`src/rtl/mips_pkg.sv`:
```
// mips_pkg
// Shared definitions for the ID/EX operand stage: ALU op codes, bit
// positions inside the 5-bit decoded control word, and the operand
// forward-select encoding.
// No ports (package).
package mips_pkg;

  // ALU operation codes driven on alu_control
  localparam logic [3:0] ALU_ADD = 4'b0000;
  localparam logic [3:0] ALU_SUB = 4'b0001;
  localparam logic [3:0] ALU_AND = 4'b0010;
  localparam logic [3:0] ALU_OR  = 4'b0011;
  localparam logic [3:0] ALU_SLL = 4'b0100;
  localparam logic [3:0] ALU_SRL = 4'b0101;
  localparam logic [3:0] ALU_SRA = 4'b0110;
  localparam logic [3:0] ALU_GT  = 4'b0111;
  localparam logic [3:0] ALU_LT  = 4'b1000;
  localparam logic [3:0] ALU_NOR = 4'b1001;

  // Control word is {reg_write, mem_read, mem_write, mem_to_reg, alu_src}
  localparam int CTRL_W          = 5;
  localparam int CTRL_REG_WRITE  = 4;
  localparam int CTRL_MEM_READ   = 3;
  localparam int CTRL_MEM_WRITE  = 2;
  localparam int CTRL_MEM_TO_REG = 1;
  localparam int CTRL_ALU_SRC    = 0;

  typedef enum logic [1:0] {
    FWD_REG   = 2'd0,
    FWD_EXMEM = 2'd1,
    FWD_MEMWB = 2'd2
  } fwd_sel_e;

endpackage

```
`src/rtl/id_ex_operand_stage_if.sv`:
```
// id_ex_operand_stage_if
// Bundles everything the operand stage exchanges with the rest of the
// pipeline: pipeline control (flush/hold), the decoded ID instruction,
// the two forwarding sources, and the ALU / EX-MEM facing results.
// Modports:
//   master - pipeline side: drives ID, forwarding and control, reads results
//   slave  - the operand stage itself
interface id_ex_operand_stage_if #(
  parameter int DATA_W = 32,
  parameter int RA_W   = 5
);

  logic                        flush;
  logic                        hold;
  logic                        id_valid;
  logic [mips_pkg::CTRL_W-1:0] id_ctrl;
  logic                        id_reg_dst;
  logic                        id_uses_rt;
  logic [3:0]                  id_alu_control;
  logic [RA_W-1:0]             id_shamt;
  logic [RA_W-1:0]             id_rs;
  logic [RA_W-1:0]             id_rt;
  logic [RA_W-1:0]             id_rd;
  logic [DATA_W-1:0]           id_rs_data;
  logic [DATA_W-1:0]           id_rt_data;
  logic [DATA_W-1:0]           id_imm;

  logic                        exmem_reg_write;
  logic [RA_W-1:0]             exmem_rd;
  logic [DATA_W-1:0]           exmem_result;
  logic                        memwb_reg_write;
  logic [RA_W-1:0]             memwb_rd;
  logic [DATA_W-1:0]           memwb_result;

  logic [DATA_W-1:0]           alu_data1;
  logic [DATA_W-1:0]           alu_data2;
  logic [3:0]                  alu_control;
  logic [RA_W-1:0]             shift_amount;
  logic                        ex_valid;
  logic [mips_pkg::CTRL_W-1:0] ex_ctrl;
  logic [RA_W-1:0]             ex_dest;
  logic [DATA_W-1:0]           ex_store_data;
  logic                        load_use_stall;

  modport master (
    output flush, hold, id_valid, id_ctrl, id_reg_dst, id_uses_rt,
           id_alu_control, id_shamt, id_rs, id_rt, id_rd,
           id_rs_data, id_rt_data, id_imm,
           exmem_reg_write, exmem_rd, exmem_result,
           memwb_reg_write, memwb_rd, memwb_result,
    input  alu_data1, alu_data2, alu_control, shift_amount,
           ex_valid, ex_ctrl, ex_dest, ex_store_data, load_use_stall
  );

  modport slave (
    input  flush, hold, id_valid, id_ctrl, id_reg_dst, id_uses_rt,
           id_alu_control, id_shamt, id_rs, id_rt, id_rd,
           id_rs_data, id_rt_data, id_imm,
           exmem_reg_write, exmem_rd, exmem_result,
           memwb_reg_write, memwb_rd, memwb_result,
    output alu_data1, alu_data2, alu_control, shift_amount,
           ex_valid, ex_ctrl, ex_dest, ex_store_data, load_use_stall
  );

endinterface

```
`src/rtl/fwd_select.sv`:
```
// fwd_select
// Chooses where one EX operand should come from: the value registered
// at ID/EX, the EX/MEM result, or the MEM/WB result.
// Ports:
//   i_reg             - register address the operand was read from
//   i_exmem_reg_write - EX/MEM instruction writes a register
//   i_exmem_rd        - EX/MEM destination register
//   i_memwb_reg_write - MEM/WB instruction writes a register
//   i_memwb_rd        - MEM/WB destination register
//   o_sel             - forward select (FWD_REG / FWD_EXMEM / FWD_MEMWB)
module fwd_select
  import mips_pkg::*;
#(
  parameter int RA_W = 5
) (
  input  logic [RA_W-1:0] i_reg,
  input  logic            i_exmem_reg_write,
  input  logic [RA_W-1:0] i_exmem_rd,
  input  logic            i_memwb_reg_write,
  input  logic [RA_W-1:0] i_memwb_rd,
  output fwd_sel_e        o_sel
);

  logic w_exmem_hit;
  logic w_memwb_hit;

  // r0 is hardwired to zero, so a write "to" it must never be forwarded
  assign w_exmem_hit = i_exmem_reg_write & (i_exmem_rd != '0) & (i_exmem_rd == i_reg);
  assign w_memwb_hit = i_memwb_reg_write & (i_memwb_rd != '0) & (i_memwb_rd == i_reg);

  // EX/MEM holds the younger producer, so it takes precedence
  always_comb begin
    o_sel = FWD_REG;
    if (w_exmem_hit) begin
      o_sel = FWD_EXMEM;
    end else if (w_memwb_hit) begin
      o_sel = FWD_MEMWB;
    end
  end

endmodule

```
`src/rtl/id_ex_operand_stage.sv`:
```
// id_ex_operand_stage
// ID/EX pipeline register with RAW forwarding from EX/MEM and MEM/WB and
// load-use hazard detection. Feeds the 32-bit ALU directly.
// Ports:
//   clk   - rising-edge clock
//   reset - asynchronous, active-high reset; clears all registered state
//   bus   - id_ex_operand_stage_if.slave: flush/hold, ID instruction,
//           forwarding sources, ALU operands/controls, EX-MEM controls,
//           store data and load_use_stall
module id_ex_operand_stage
  import mips_pkg::*;
#(
  parameter int DATA_W = 32,
  parameter int RA_W   = 5
) (
  input logic                   clk,
  input logic                   reset,
  id_ex_operand_stage_if.slave  bus
);

  logic              r_valid;
  logic [CTRL_W-1:0] r_ctrl;
  logic [RA_W-1:0]   r_dest;
  logic [3:0]        r_alu_control;
  logic [RA_W-1:0]   r_shamt;
  logic [RA_W-1:0]   r_rs;
  logic [RA_W-1:0]   r_rt;
  logic [DATA_W-1:0] r_rs_data;
  logic [DATA_W-1:0] r_rt_data;
  logic [DATA_W-1:0] r_imm;

  logic              w_load_use;
  logic              w_bubble;
  logic [RA_W-1:0]   w_id_dest;
  fwd_sel_e          w_sel_rs;
  fwd_sel_e          w_sel_rt;
  logic [DATA_W-1:0] w_fwd_rs;
  logic [DATA_W-1:0] w_fwd_rt;

  // A load in EX produces its value too late for a dependent instruction
  // in ID, even with forwarding; that pair must be split by one bubble.
  assign w_load_use = r_valid & r_ctrl[CTRL_MEM_READ] & (r_dest != '0) & bus.id_valid &
                      ((r_dest == bus.id_rs) | (bus.id_uses_rt & (r_dest == bus.id_rt)));

  assign w_bubble  = bus.flush | w_load_use;
  assign w_id_dest = bus.id_reg_dst ? bus.id_rd : bus.id_rt;

  // Flush overrides hold; a bubble still captures the data fields since
  // a zero control word makes them harmless.
  always_ff @(posedge clk or posedge reset) begin
    if (reset) begin
      r_valid       <= 1'b0;
      r_ctrl        <= '0;
      r_dest        <= '0;
      r_alu_control <= ALU_ADD;
      r_shamt       <= '0;
      r_rs          <= '0;
      r_rt          <= '0;
      r_rs_data     <= '0;
      r_rt_data     <= '0;
      r_imm         <= '0;
    end else if (bus.flush || !bus.hold) begin
      r_alu_control <= bus.id_alu_control;
      r_shamt       <= bus.id_shamt;
      r_rs          <= bus.id_rs;
      r_rt          <= bus.id_rt;
      r_rs_data     <= bus.id_rs_data;
      r_rt_data     <= bus.id_rt_data;
      r_imm         <= bus.id_imm;
      if (w_bubble) begin
        r_valid <= 1'b0;
        r_ctrl  <= '0;
        r_dest  <= '0;
      end else begin
        r_valid <= bus.id_valid;
        r_ctrl  <= bus.id_ctrl;
        r_dest  <= w_id_dest;
      end
    end
  end

  fwd_select #(.RA_W(RA_W)) u_fwd_rs (
    .i_reg             (r_rs),
    .i_exmem_reg_write (bus.exmem_reg_write),
    .i_exmem_rd        (bus.exmem_rd),
    .i_memwb_reg_write (bus.memwb_reg_write),
    .i_memwb_rd        (bus.memwb_rd),
    .o_sel             (w_sel_rs)
  );

  fwd_select #(.RA_W(RA_W)) u_fwd_rt (
    .i_reg             (r_rt),
    .i_exmem_reg_write (bus.exmem_reg_write),
    .i_exmem_rd        (bus.exmem_rd),
    .i_memwb_reg_write (bus.memwb_reg_write),
    .i_memwb_rd        (bus.memwb_rd),
    .o_sel             (w_sel_rt)
  );

  always_comb begin
    w_fwd_rs = r_rs_data;
    case (w_sel_rs)
      FWD_EXMEM: w_fwd_rs = bus.exmem_result;
      FWD_MEMWB: w_fwd_rs = bus.memwb_result;
      default:   w_fwd_rs = r_rs_data;
    endcase
  end

  always_comb begin
    w_fwd_rt = r_rt_data;
    case (w_sel_rt)
      FWD_EXMEM: w_fwd_rt = bus.exmem_result;
      FWD_MEMWB: w_fwd_rt = bus.memwb_result;
      default:   w_fwd_rt = r_rt_data;
    endcase
  end

  assign bus.alu_data1      = w_fwd_rs;
  assign bus.alu_data2      = r_ctrl[CTRL_ALU_SRC] ? r_imm : w_fwd_rt;
  assign bus.ex_store_data  = w_fwd_rt;
  assign bus.alu_control    = r_alu_control;
  assign bus.shift_amount   = r_shamt;
  assign bus.ex_valid       = r_valid;
  assign bus.ex_ctrl        = r_ctrl;
  assign bus.ex_dest        = r_dest;
  assign bus.load_use_stall = w_load_use;

endmodule

```
`src/flat_wrapper.sv`:
```
// flat-port wrapper written by rule: the top's interface ports become plain ports
module id_ex_operand_stage_flat import mips_pkg::*;
#(
  parameter int DATA_W = 32,
  parameter int RA_W   = 5
)
  (clk, reset, bus_flush, bus_hold, bus_id_valid, bus_id_ctrl, bus_id_reg_dst, bus_id_uses_rt, bus_id_alu_control, bus_id_shamt, bus_id_rs, bus_id_rt, bus_id_rd, bus_id_rs_data, bus_id_rt_data, bus_id_imm, bus_exmem_reg_write, bus_exmem_rd, bus_exmem_result, bus_memwb_reg_write, bus_memwb_rd, bus_memwb_result, bus_alu_data1, bus_alu_data2, bus_alu_control, bus_shift_amount, bus_ex_valid, bus_ex_ctrl, bus_ex_dest, bus_ex_store_data, bus_load_use_stall);
  id_ex_operand_stage_if #(.DATA_W(DATA_W), .RA_W(RA_W)) bus_i ();
  input logic clk;
  input logic reset;
  input wire logic [$bits(bus_i.flush)-1:0] bus_flush;
  input wire logic [$bits(bus_i.hold)-1:0] bus_hold;
  input wire logic [$bits(bus_i.id_valid)-1:0] bus_id_valid;
  input wire logic [$bits(bus_i.id_ctrl)-1:0] bus_id_ctrl;
  input wire logic [$bits(bus_i.id_reg_dst)-1:0] bus_id_reg_dst;
  input wire logic [$bits(bus_i.id_uses_rt)-1:0] bus_id_uses_rt;
  input wire logic [$bits(bus_i.id_alu_control)-1:0] bus_id_alu_control;
  input wire logic [$bits(bus_i.id_shamt)-1:0] bus_id_shamt;
  input wire logic [$bits(bus_i.id_rs)-1:0] bus_id_rs;
  input wire logic [$bits(bus_i.id_rt)-1:0] bus_id_rt;
  input wire logic [$bits(bus_i.id_rd)-1:0] bus_id_rd;
  input wire logic [$bits(bus_i.id_rs_data)-1:0] bus_id_rs_data;
  input wire logic [$bits(bus_i.id_rt_data)-1:0] bus_id_rt_data;
  input wire logic [$bits(bus_i.id_imm)-1:0] bus_id_imm;
  input wire logic [$bits(bus_i.exmem_reg_write)-1:0] bus_exmem_reg_write;
  input wire logic [$bits(bus_i.exmem_rd)-1:0] bus_exmem_rd;
  input wire logic [$bits(bus_i.exmem_result)-1:0] bus_exmem_result;
  input wire logic [$bits(bus_i.memwb_reg_write)-1:0] bus_memwb_reg_write;
  input wire logic [$bits(bus_i.memwb_rd)-1:0] bus_memwb_rd;
  input wire logic [$bits(bus_i.memwb_result)-1:0] bus_memwb_result;
  output wire logic [$bits(bus_i.alu_data1)-1:0] bus_alu_data1;
  output wire logic [$bits(bus_i.alu_data2)-1:0] bus_alu_data2;
  output wire logic [$bits(bus_i.alu_control)-1:0] bus_alu_control;
  output wire logic [$bits(bus_i.shift_amount)-1:0] bus_shift_amount;
  output wire logic [$bits(bus_i.ex_valid)-1:0] bus_ex_valid;
  output wire logic [$bits(bus_i.ex_ctrl)-1:0] bus_ex_ctrl;
  output wire logic [$bits(bus_i.ex_dest)-1:0] bus_ex_dest;
  output wire logic [$bits(bus_i.ex_store_data)-1:0] bus_ex_store_data;
  output wire logic [$bits(bus_i.load_use_stall)-1:0] bus_load_use_stall;
  assign bus_i.flush = bus_flush;
  assign bus_i.hold = bus_hold;
  assign bus_i.id_valid = bus_id_valid;
  assign bus_i.id_ctrl = bus_id_ctrl;
  assign bus_i.id_reg_dst = bus_id_reg_dst;
  assign bus_i.id_uses_rt = bus_id_uses_rt;
  assign bus_i.id_alu_control = bus_id_alu_control;
  assign bus_i.id_shamt = bus_id_shamt;
  assign bus_i.id_rs = bus_id_rs;
  assign bus_i.id_rt = bus_id_rt;
  assign bus_i.id_rd = bus_id_rd;
  assign bus_i.id_rs_data = bus_id_rs_data;
  assign bus_i.id_rt_data = bus_id_rt_data;
  assign bus_i.id_imm = bus_id_imm;
  assign bus_i.exmem_reg_write = bus_exmem_reg_write;
  assign bus_i.exmem_rd = bus_exmem_rd;
  assign bus_i.exmem_result = bus_exmem_result;
  assign bus_i.memwb_reg_write = bus_memwb_reg_write;
  assign bus_i.memwb_rd = bus_memwb_rd;
  assign bus_i.memwb_result = bus_memwb_result;
  assign bus_alu_data1 = bus_i.alu_data1;
  assign bus_alu_data2 = bus_i.alu_data2;
  assign bus_alu_control = bus_i.alu_control;
  assign bus_shift_amount = bus_i.shift_amount;
  assign bus_ex_valid = bus_i.ex_valid;
  assign bus_ex_ctrl = bus_i.ex_ctrl;
  assign bus_ex_dest = bus_i.ex_dest;
  assign bus_ex_store_data = bus_i.ex_store_data;
  assign bus_load_use_stall = bus_i.load_use_stall;
  id_ex_operand_stage #(.DATA_W(DATA_W), .RA_W(RA_W)) u_core (.clk(clk), .reset(reset), .bus(bus_i));
endmodule
```
`config.mk`:
```
export PLATFORM = sky130hd
export DESIGN_NAME = id_ex_operand_stage_flat
export DESIGN_NICKNAME = d
export VERILOG_FILES = /design/src/rtl/mips_pkg.sv /design/src/rtl/id_ex_operand_stage_if.sv /design/src/rtl/fwd_select.sv /design/src/rtl/id_ex_operand_stage.sv /design/src/flat_wrapper.sv
export SDC_FILE = /design/constraint.sdc
export NUM_CORES = 1
export LEC_CHECK = 0
export CAP_MARGIN = 30
export CORE_ASPECT_RATIO = 1.1
export CORE_MARGIN = 2
export CORE_UTILIZATION = 47
export DETAILED_ROUTE_END_ITERATION = 10
export PLACE_DENSITY = 0.87
export RECOVER_POWER = 100
export SLEW_MARGIN = 20
export SYNTH_ARGS = -nofsm -noshare
export SYNTH_HDL_FRONTEND = slang
export SYNTH_SLANG_ARGS = --single-unit
```
`constraint.sdc`:
```
create_clock -name clk -period 9.15 [get_ports clk]
set_input_delay 1.83 -clock clk [delete_from_list [all_inputs] [get_ports clk]]
set_output_delay 1.83 -clock clk [all_outputs]
set_load 0.01 [all_outputs]
```
Yosys cells after proc, flatten, opt, wreduce, memory -nomap -nowiden

Cells that the tools add are included.

Bits in registers: 126
Input port bits: 208

Reduce and logical (&&, ||, !) cells: 5
Equality and inequality tests: 10
Bitwise logic cells: 13
Multiplexer cells: 11

Operators with widths:

| operator                                                        | number |
|---|---|
| 32-bit one-hot mux with 2 select lines                          | 2 |
| 32-bit two-way mux                                              | 1 |
| 5-bit == test                                                   | 6 |
| 5-bit two-way mux                                               | 3 |
| 5-bit nonzero test                                              | 3 |
| 1-bit bitwise AND                                               | 11 |
| 2-bit two-way mux                                               | 4 |
| 2-bit by 1-bit == test with 1-bit output, second input constant | 2 |
| 2-bit == test, second input constant                            | 2 |
| 1-bit OR                                                        | 2 |
| 1-bit zero test                                                 | 1 |
| 1-bit logical OR                                                | 1 |
| 1-bit two-way mux                                               | 1 |

Depth between registers and ports, before layout

Gate-level depths: netlist of run 1.

Depth in word-level cells: 8
Depth in mapped cells: 7
Gate-level depth less buffers: 5

Hierarchy

A second synthesis of run 1 with hierarchy kept.

Cell total of the unflattened synthesis: 875
Area total of the unflattened synthesis: 6964.2 µm²

Modules (own cells, without submodules):

| module              | cells each | area each (µm²) | times used | seq. area each (µm²) |
|---|---|---|---|---|
| id_ex_operand_stage | 833        | 6646.4          | 1          | 3153.0 |
| fwd_select          | 21         | 158.9           | 2          | 0.0 |

Worst setup path before layout of run 1

Ideal clock, no wire load.

Path kind: input-to-output
Start: input bus_exmem_rd[1]
End: output bus_alu_data2[0]
Cell stages on the path: 7
Setup slack: 3.911 ns
Data required time: 7.320 ns
Buffers on the path: 2
Arrival: 3.409 ns
Path through: or4_4 > o211ai_2 > or2_1 > buf_6 > buf_12 > a31oi_4 > mux2_2

Longest elaborated chain between the ends: 7
Elaborated cells between the ends (all ways): 9
Classes of those cells: eq/ne (3); mux (3); bitwise (2); reduce/logical (1)

Ends and longest elaborated chain:

| item                                                                             | RTL line                   | text |
|---|---|---|
| start: declaration                                                               | flat_wrapper.sv:26         | `input wire logic [$bits(bus_i.exmem_rd)-1:0] bus_exmem_rd;` |
| 5-bit nonzero test                                                               | fwd_select.sv:28           | `assign w_exmem_hit = i_exmem_reg_write & (i_exmem_rd != '0) & (i_exmem_rd == i_reg);` |
| 1-bit bitwise AND                                                                | fwd_select.sv:28           |  |
| 1-bit bitwise AND *                                                              | fwd_select.sv:28           |  |
| 2-bit two-way mux *                                                              | fwd_select.sv:34           | `if (w_exmem_hit) begin` |
| 2-bit == test / 2-bit by 1-bit == test with 1-bit output (equally long branches) | id_ex_operand_stage.sv:111 | `case (w_sel_rt)` |
| 32-bit one-hot mux with 2 select lines *                                         | id_ex_operand_stage.sv:111 |  |
| net bus_ex_store_data[0]                                                         | flat_wrapper.sv:38         | `output wire logic [$bits(bus_i.ex_store_data)-1:0] bus_ex_store_data;` |
| 32-bit two-way mux *                                                             | id_ex_operand_stage.sv:119 | `assign bus.alu_data2 = r_ctrl[CTRL_ALU_SRC] ? r_imm : w_fwd_rt;` |
| end: declaration                                                                 | flat_wrapper.sv:32         | `output wire logic [$bits(bus_i.alu_data2)-1:0] bus_alu_data2;` |

The timed path passes the listed nets; every way through them passes the cells marked *.

Worst setup path after layout of run 1

Start: input bus_memwb_rd[0]
End: output bus_alu_data2[7]

Longest elaborated chain between the ends: 8
Elaborated cells between the ends (all ways): 10
Classes of those cells: eq/ne (3); mux (4); bitwise (2); reduce/logical (1)

Ends and longest elaborated chain:

| item                                                                             | RTL line                   | text |
|---|---|---|
| start: declaration                                                               | flat_wrapper.sv:29         | `input wire logic [$bits(bus_i.memwb_rd)-1:0] bus_memwb_rd;` |
| 5-bit nonzero test                                                               | fwd_select.sv:29           | `assign w_memwb_hit = i_memwb_reg_write & (i_memwb_rd != '0) & (i_memwb_rd == i_reg);` |
| 1-bit bitwise AND                                                                | fwd_select.sv:29           |  |
| 1-bit bitwise AND *                                                              | fwd_select.sv:29           |  |
| 2-bit two-way mux *                                                              | fwd_select.sv:36           | `end else if (w_memwb_hit) begin` |
| 2-bit two-way mux *                                                              | fwd_select.sv:34           |  |
| 2-bit == test / 2-bit by 1-bit == test with 1-bit output (equally long branches) | id_ex_operand_stage.sv:111 |  |
| 32-bit one-hot mux with 2 select lines *                                         | id_ex_operand_stage.sv:111 |  |
| 32-bit two-way mux *                                                             | id_ex_operand_stage.sv:119 |  |

Mark *: on every way between the ends. The rest lies on a longest branch, timed or not.

==> impl_metrics.csv, run 1 <==
group,metric,value,unit
finish,drive_gt1_share,8.36,%
floorplanning,chipHeight,137,µm
timing,hold_violations,0,
timing,drv_slew,209,
floorplanning,start_util,48.0,%
timing,rsz0062_at_grt,"no",
place,gp_congestion,0.876,
clocking,cts_max_level,4,
synth,ys.warnings.count,0,
timing,fin_crit,7.46,ns
detailed_routing,drc,0,
global_routing,grt_pass1_wl,41.5,mm
clocking,holdBufCountCts,0,
place,post_dp_cell_area,0.0109,mm²
finish,area_delta_synth_final,48.8,%
synth,synth_common_cells,"nand2_1 (380), dfrtp_1 (126), o21ai_1 (65), clkbuf_1 (46), mux2i_1 (37)",
detailed_routing,totalWireLength,27.0,mm
synth,netlist_area,0.00756,mm²
clocking,post-cts-setup-buffer-count,0,
power_and_ir_drop,p_leak,4.83,nW
synth,yosysSeqAreaShare,41.7,%
place,pre_cts_slack,2.35,ns
clocking,cts_tree,"done",
synth,synth_top_area_share,41.7,%
global_routing,antenna_found_initial,2,
global_routing,grt_max_degree,73,
synth,yosysMostFrequentCell,"nand2_1",
clocking,insertion_delay,0.42,ns
finish,multiInputGateArea,0.00388,mm²
finish,final_nets,1381,
synth,synth-edff-count,0,
timing,setup_viol,0,
timing,tightest_slew,2.72,ns
detailed_routing,firstDrtPassIters,5,
clocking,cts_root_buf,"clkbuf_16",
synth,syn_area_per_cell,8.57,µm²
status,violations,"max-capacitance violations, max-slew violations",
power_and_ir_drop,p_total,1.75,mW
synth,async_flop_share,100,%
timing,worst_slack,1.69,ns
detailed_routing,wl_per_cell,19.5,µm
synth,synth_area_leaders,"dfrtp_1 (42%), nand2_1 (19%), a31oi_4 (8.4%)",
floorplanning,fp-row-count,48,
finish,seqCellArea,0.00315,mm²
clocking,numCtsBuffers,17,
global_routing,grt_use_total,31.1,%
detailed_routing,vias,7645,
finish,finalInstanceArea,0.0113,mm²
synth,ys.flop_type,"dfrtp_1",
timing,setup-tns-final,0,ns
worst_setup_path,worst_setup_path_start_kind,"primary input",
floorplanning,core,0.0157,mm²
floorplanning,die-area,0.0171,mm²
detailed_routing,routed_via_density,5.52,
synth,syn_nets,1090,
status,status,"finished, violations left",
floorplanning,io_pins,325,
worst_setup_path,cp_max_fo,17,
floorplanning,die_w,125,µm
run,drv_cap,4,
finish,fill_cells,1168,
global_routing,grt_pass1_vias,7687,
global_routing,grt.overflow.total,0,
worst_setup_path,critPathRequiredTime,7.32,ns
worst_hold_path,min_path_type,"register to register",
synth,yosysTopAreaCell,"dfrtp_1",
timing,fin_skew,0.00249,ns
clocking,cts_resized,0,
power_and_ir_drop,p_per_area,156,mW/mm²
clocking,clk_pin_slew,0.06,ns
worst_setup_path,crit_type,"primary input to output port",
worst_setup_path,cp-end-kind,"output port",
worst_setup_path,crit_arrival,5.63,ns
detailed_routing,postRouteAntennaNets,0,
clocking,cts_buffer_depth,2,
clocking,cts_sinks,126,
place,port_buffers,324,
timing,slew_headroom,-81.6,%
timing,timing.fmax,134,MHz
synth,synthCells,882,
power_and_ir_drop,peakVddDrop,125,µV
place,dpl.hpwl,18.8,mm
detailed_routing,drt_iter0_drc,537,
synth,synth_cell_types,36,
synth,yosys_register_bits,126,
timing,fin_crit_sh,81.5,%
[cell families after synthesis]
| kind of cell | Yosys count | synth area share [%] |
|---|---|---|
| AND/OR/NAND/NOR | 471 | 25.9 |
| XOR/XNOR | 30 | 3.48 |
| multiplexers | 69 | 9.67 |
| flip-flops | 126 | 41.7 |
| buffers and inverters | 73 | 4.52 |
| AO/OA/AOI/OAI | 113 | 14.7 |
[flip-flops by register name, indices dropped and copies added, names as in the netlist]
register / flops
u_core.r_rt_data: 32
u_core.bus.shift_amount: 5
u_core.r_rs: 5
u_core.r_rt: 5
u_core.r_rs_data: 32
u_core.bus.alu_control: 4
u_core.r_imm: 32
u_core.bus.ex_valid: 1
u_core.bus.ex_dest: 5
u_core.bus.ex_ctrl: 5
[power by group]
group | switching [mW] | internal, mW | leakage (nW)
sequential | 0.0349 | 0.603 | 1.52
combinational | 0.217 | 0.243 | 3.05
clock | 0.252 | 0.401 | 0.265
total | 0.504 | 1.25 | 4.83
[per-layer routing]
| layer | share of wire, % | GRT usage (%) | vias to the layer above |
|---|---|---|---|
| li1 | - | - | 3529 |
| met5 | 0.048 | 0 | - |
| met3 | 8.3 | 9.11 | 72 |
| met4 | 4.0 | 15.4 | 2 |
| met1 | 38 | 37.0 | 3657 |
| met2 | 49 | 51.9 | 385 |
[layout by cell type (no fill, tap or decap), types with 3 or more instances in the layout]
cell type        count
nand2_1            380
o41ai_1              5
o21ai_1             65
clkinvlp_4           5
xnor2_1             16
nor3_1              33
nand3b_1             8
inv_1                6
xor2_1              14
a31oi_4             14
clkdlybuf4s50_1    225
clkbuf_1             3
clkbuf_16           17
o31ai_1              6
buf_4                9
dfrtp_1            126
dlygate4sd3_1       99
nand3_1             35
mux2_2              32
mux2i_1             37
a31oi_1             18
clkinv_2             5
[final timing paths]
path | startpoint | end | slack, ns | cells past startpoint
min in group asynchronous | reset | u_core.r_imm[22] | 2.55 | 2
max in group asynchronous | reset | u_core.r_rs_data[0] | 4.76 | 4
setup / recovery | bus_memwb_rd[0] | bus_alu_data2[7] | 1.69 | 8
setup reg to reg | u_core.bus.ex_dest[3] | u_core.bus.ex_dest[3] | 6.83 | 5
hold reg to reg | u_core.bus.alu_control[3] | u_core.bus.alu_control[3] | 0.46 | 2
hold / removal | u_core.bus.alu_control[3] | u_core.bus.alu_control[3] | 0.46 | 2
[area by class of cell]
class                      count  share of cell area [%]
timing repair buffer         338                    30.0
tap                          200                    2.22
clock buffer                  18                    3.90
clock inverter                12                    1.09
sequential                   126                    28.0
inverter                       7                   0.245
antenna                        1                  0.0222
multi-input combinational    683                    34.5
[stage by stage]
step / hold slack (ns) / instances / util (%)
floorplan: 0.433 / 882 / -
global placement: 0.444 / 1351 / 69.2
CTS: 0.464 / 1382 / 72.8
detailed placement: 0.451 / 1352 / 69.2
finish: 0.459 / 1385 / 71.5
global route: 0.482 / 1384 / 71.5
[worst max-delay path, cell delays in order]
cell and delay, ns:
dlygate4sd3_1 0.65, xnor2_1 0.36, o211a_1 0.64, clkbuf_1 0.78, nand3_1 0.31, a31oi_4 0.26, mux2_2 0.16, dlygate4sd3_1 0.62
(Power assumes the default switching activity.)
==> inputs of run 2 (changes only) <==
--- a/config.mk
+++ b/config.mk
@@ -8,9 +8,9 @@
 export CAP_MARGIN = 30
 export CORE_ASPECT_RATIO = 1.1
 export CORE_MARGIN = 2
-export CORE_UTILIZATION = 47
+export CORE_UTILIZATION = 39
 export DETAILED_ROUTE_END_ITERATION = 10
-export PLACE_DENSITY = 0.87
+export PLACE_DENSITY = 0.77
 export RECOVER_POWER = 100
 export SLEW_MARGIN = 20
 export SYNTH_ARGS = -nofsm -noshare
==> constraint.sdc (replaced) <==
create_clock -name clk -period 6.6 [get_ports clk]
set_input_delay 1.32 -clock clk [delete_from_list [all_inputs] [get_ports clk]]
set_output_delay 1.32 -clock clk [all_outputs]
set_load 0.01 [all_outputs]
==> run 2 against run 1 <==
  * Flip-flop and latch count stayed put
  * Sequential power is 38% higher
  * Cell area is 2.2% higher
  * Non-clock buffer count is 3 higher
  * Worst hold slack better by 0.0021 ns
  * The flow still finishes with violations (max-capacitance violations, max-slew violations)
  * Via count is 3.4% lower
  * Utilization is 11 points lower
  * Clock power is 38% higher
  * Critical path depth stayed put
  * Wire length is 1.7% lower
  * Setup slack worse by 1.1 ns
  * Clock skew is 0.0024 ns higher
==> impl_metrics.csv, run 2 (same netlist as run 1, synthesis figures left out) <==
group,metric,value,unit
status,status,"finished, violations left",
status,violations,"max-capacitance violations, max-slew violations",
timing,rsz0062_at_grt,"no",
global_routing,grt_pass1_wl,41.1,mm
clocking,cts_resized,0,
timing,setup_viol,0,
detailed_routing,routed_via_density,5.14,
timing,hold_slack,0.461,ns
floorplanning,io_pins,325,
detailed_routing,wl_per_cell,18.5,µm
worst_hold_path,holdPathStages,2,
timing,worst_slack,0.639,ns
global_routing,grt_pass1_vias,7691,
timing,fin_skew,0.00493,ns
global_routing,grt_use_total,26.1,%
timing,fin_crit_sh,90.3,%
detailed_routing,vias,7383,
detailed_routing,drc,0,
worst_setup_path,critPathRequiredTime,5.28,ns
detailed_routing,postRouteAntennaNets,0,
power_and_ir_drop,p_comb_share,26.6,%
place,pre_cts_slack,0.941,ns
place,gp_congestion,0.885,
global_routing,grt_max_degree,85,
worst_setup_path,cp-end-kind,"output port",
floorplanning,start_util,39.7,%
timing,setup-tns-final,0,ns
place,dpl.hpwl,19.4,mm
detailed_routing,totalWireLength,26.6,mm
place,port_buffers,324,
worst_setup_path,cp_max_fo,18,
clocking,cts_root_buf,"clkbuf_16",
worst_setup_path,rrSetupSlack,4.68,ns
worst_setup_path,crit_arrival,4.64,ns
timing,fin_crit,5.96,ns
timing,timing.fmax,168,MHz
power_and_ir_drop,switchingPower,686,µW
power_and_ir_drop,peakVddDrop,165,µV
timing,tightest_slew,3.33,ns
place,post_dp_cell_area,0.0110,mm²
clocking,holdBufCountCts,0,
finish,final_nets,1384,
detailed_routing,firstDrtPassIters,5,
global_routing,antenna_found_initial,1,
worst_setup_path,worst_setup_path_start_kind,"primary input",
global_routing,grt.overflow.total,0,
timing,hold_violations,0,
clocking,clk_pin_slew,0.06,ns
floorplanning,chipHeight,150,µm
floorplanning,fp-row-count,53,
power_and_ir_drop,pwr-share-seq,36.3,%
power_and_ir_drop,p_int,1.74,mW
clocking,numCtsBuffers,17,
finish,drive_gt1_share,9.18,%
clocking,cts_max_level,4,
worst_setup_path,rr_worst_depth,5,
finish,finalInstanceArea,0.0115,mm²
finish,top_regs,"u_core.r_imm: 32 flops, u_core.r_rs_data: 32 flops, u_core.r_rt_data: 32 flops",
finish,area_delta_synth_final,52.1,%
finish,fin_cells,1436,
timing,drv_slew,273,
finish,final_common_cell,"nand2_1",
finish,final_cell_mix,"nand2_1 (380), clkdlybuf4s50_1 (245), dfrtp_1 (126), dlygate4sd3_1 (79), mux2i_1 (37)",
floorplanning,die_w,137,µm
power_and_ir_drop,p_leak,4.84,nW
detailed_routing,drt_iter0_drc,396,
clocking,cts_tree,"done",
floorplanning,die-area,0.0205,mm²
place,place_inst,1403,
clocking,post-cts-setup-buffer-count,0,
worst_hold_path,min_path_type,"register to register",
floorplanning,core,0.0190,mm²
power_and_ir_drop,power.share.clock,37.1,%
power_and_ir_drop,swShare,28.2,%
clocking,cts_sinks,126,
clocking,insertion_delay,0.41,ns
run,drv_cap,6,
timing,slew_headroom,-122,%
power_and_ir_drop,p_per_area,211,mW/mm²
clocking,cts_buffer_depth,2,
worst_setup_path,crit_type,"primary input to output port",
-- run 2: cell types whose count changed in the layout (fill, tap and decap cells not counted), sizes merged --
cell	change
clkbuf	+10
clkinvlp	-4
buf	-2
dlygate4sd3	-20
clkdlybuf4s50	+20
-- run 2: layer usage --
layer  GRT usage (%)  vias to the layer above  routed length [µm]
met2            44.2                      294               13200
met1            31.6                     3505               10500
met3            6.81                       56                2050
li1                -                     3526                   -
met4            9.90                        2                 752
met5               0                        -                  12
-- run 2: area by class of cell --
type / count / area [µm²]
fillers: 1675 / 7530
multi-input cells: 683 / 4100
repair buffers: 341 / 3350
flip-flops and latches: 126 / 3150
clock buffers: 23 / 458
well taps: 247 / 309
clock inverters: 8 / 92.6
inverters: 7 / 27.5
diodes: 1 / 2.50
-- run 2: power by group through the flow --
stage | clock, mW | sequential, mW | combinational, mW
6_report | 0.900 | 0.882 | 0.647
5_1_grt | 0.951 | 0.889 | 0.702
4_1_cts | 0.912 | 0.882 | 0.679
3_5_place_dp | 0 | 0.895 | 0.675
3_3_place_gp | 0 | 0.893 | 0.666
2_1_floorplan | 0 | 0.881 | 0.309
-- run 2: through the flow --
step	power (mW)	utilization (%)
final	2.43	60.4
after global routing	2.54	60.4
after CTS	2.47	60.7
after detailed placement	1.57	57.8
after global placement	1.56	57.8
after floorplan	1.19	-
-- run 2: path summary, 6_finish.rpt --
check / start / endpoint
max: bus_memwb_rd[4] / bus_alu_data1[21]
min in group asynchronous: reset / u_core.bus.alu_control[1]
max in group asynchronous: reset / u_core.r_rt_data[19]
min: u_core.bus.shift_amount[1] / u_core.bus.shift_amount[1]
min reg2reg: u_core.bus.shift_amount[1] / u_core.bus.shift_amount[1]
max reg2reg: u_core.bus.ex_dest[0] / u_core.bus.ex_valid
-- run 2: worst max-delay path: stages --
cell	delay (ns)
clkdlybuf4s50_1	0.56
or4_4	0.18
nor2_1	0.06
nor4_4	0.30
clkbuf_1	1.14
mux2i_1	0.23
o21ai_1	0.26
clkdlybuf4s50_1	0.59
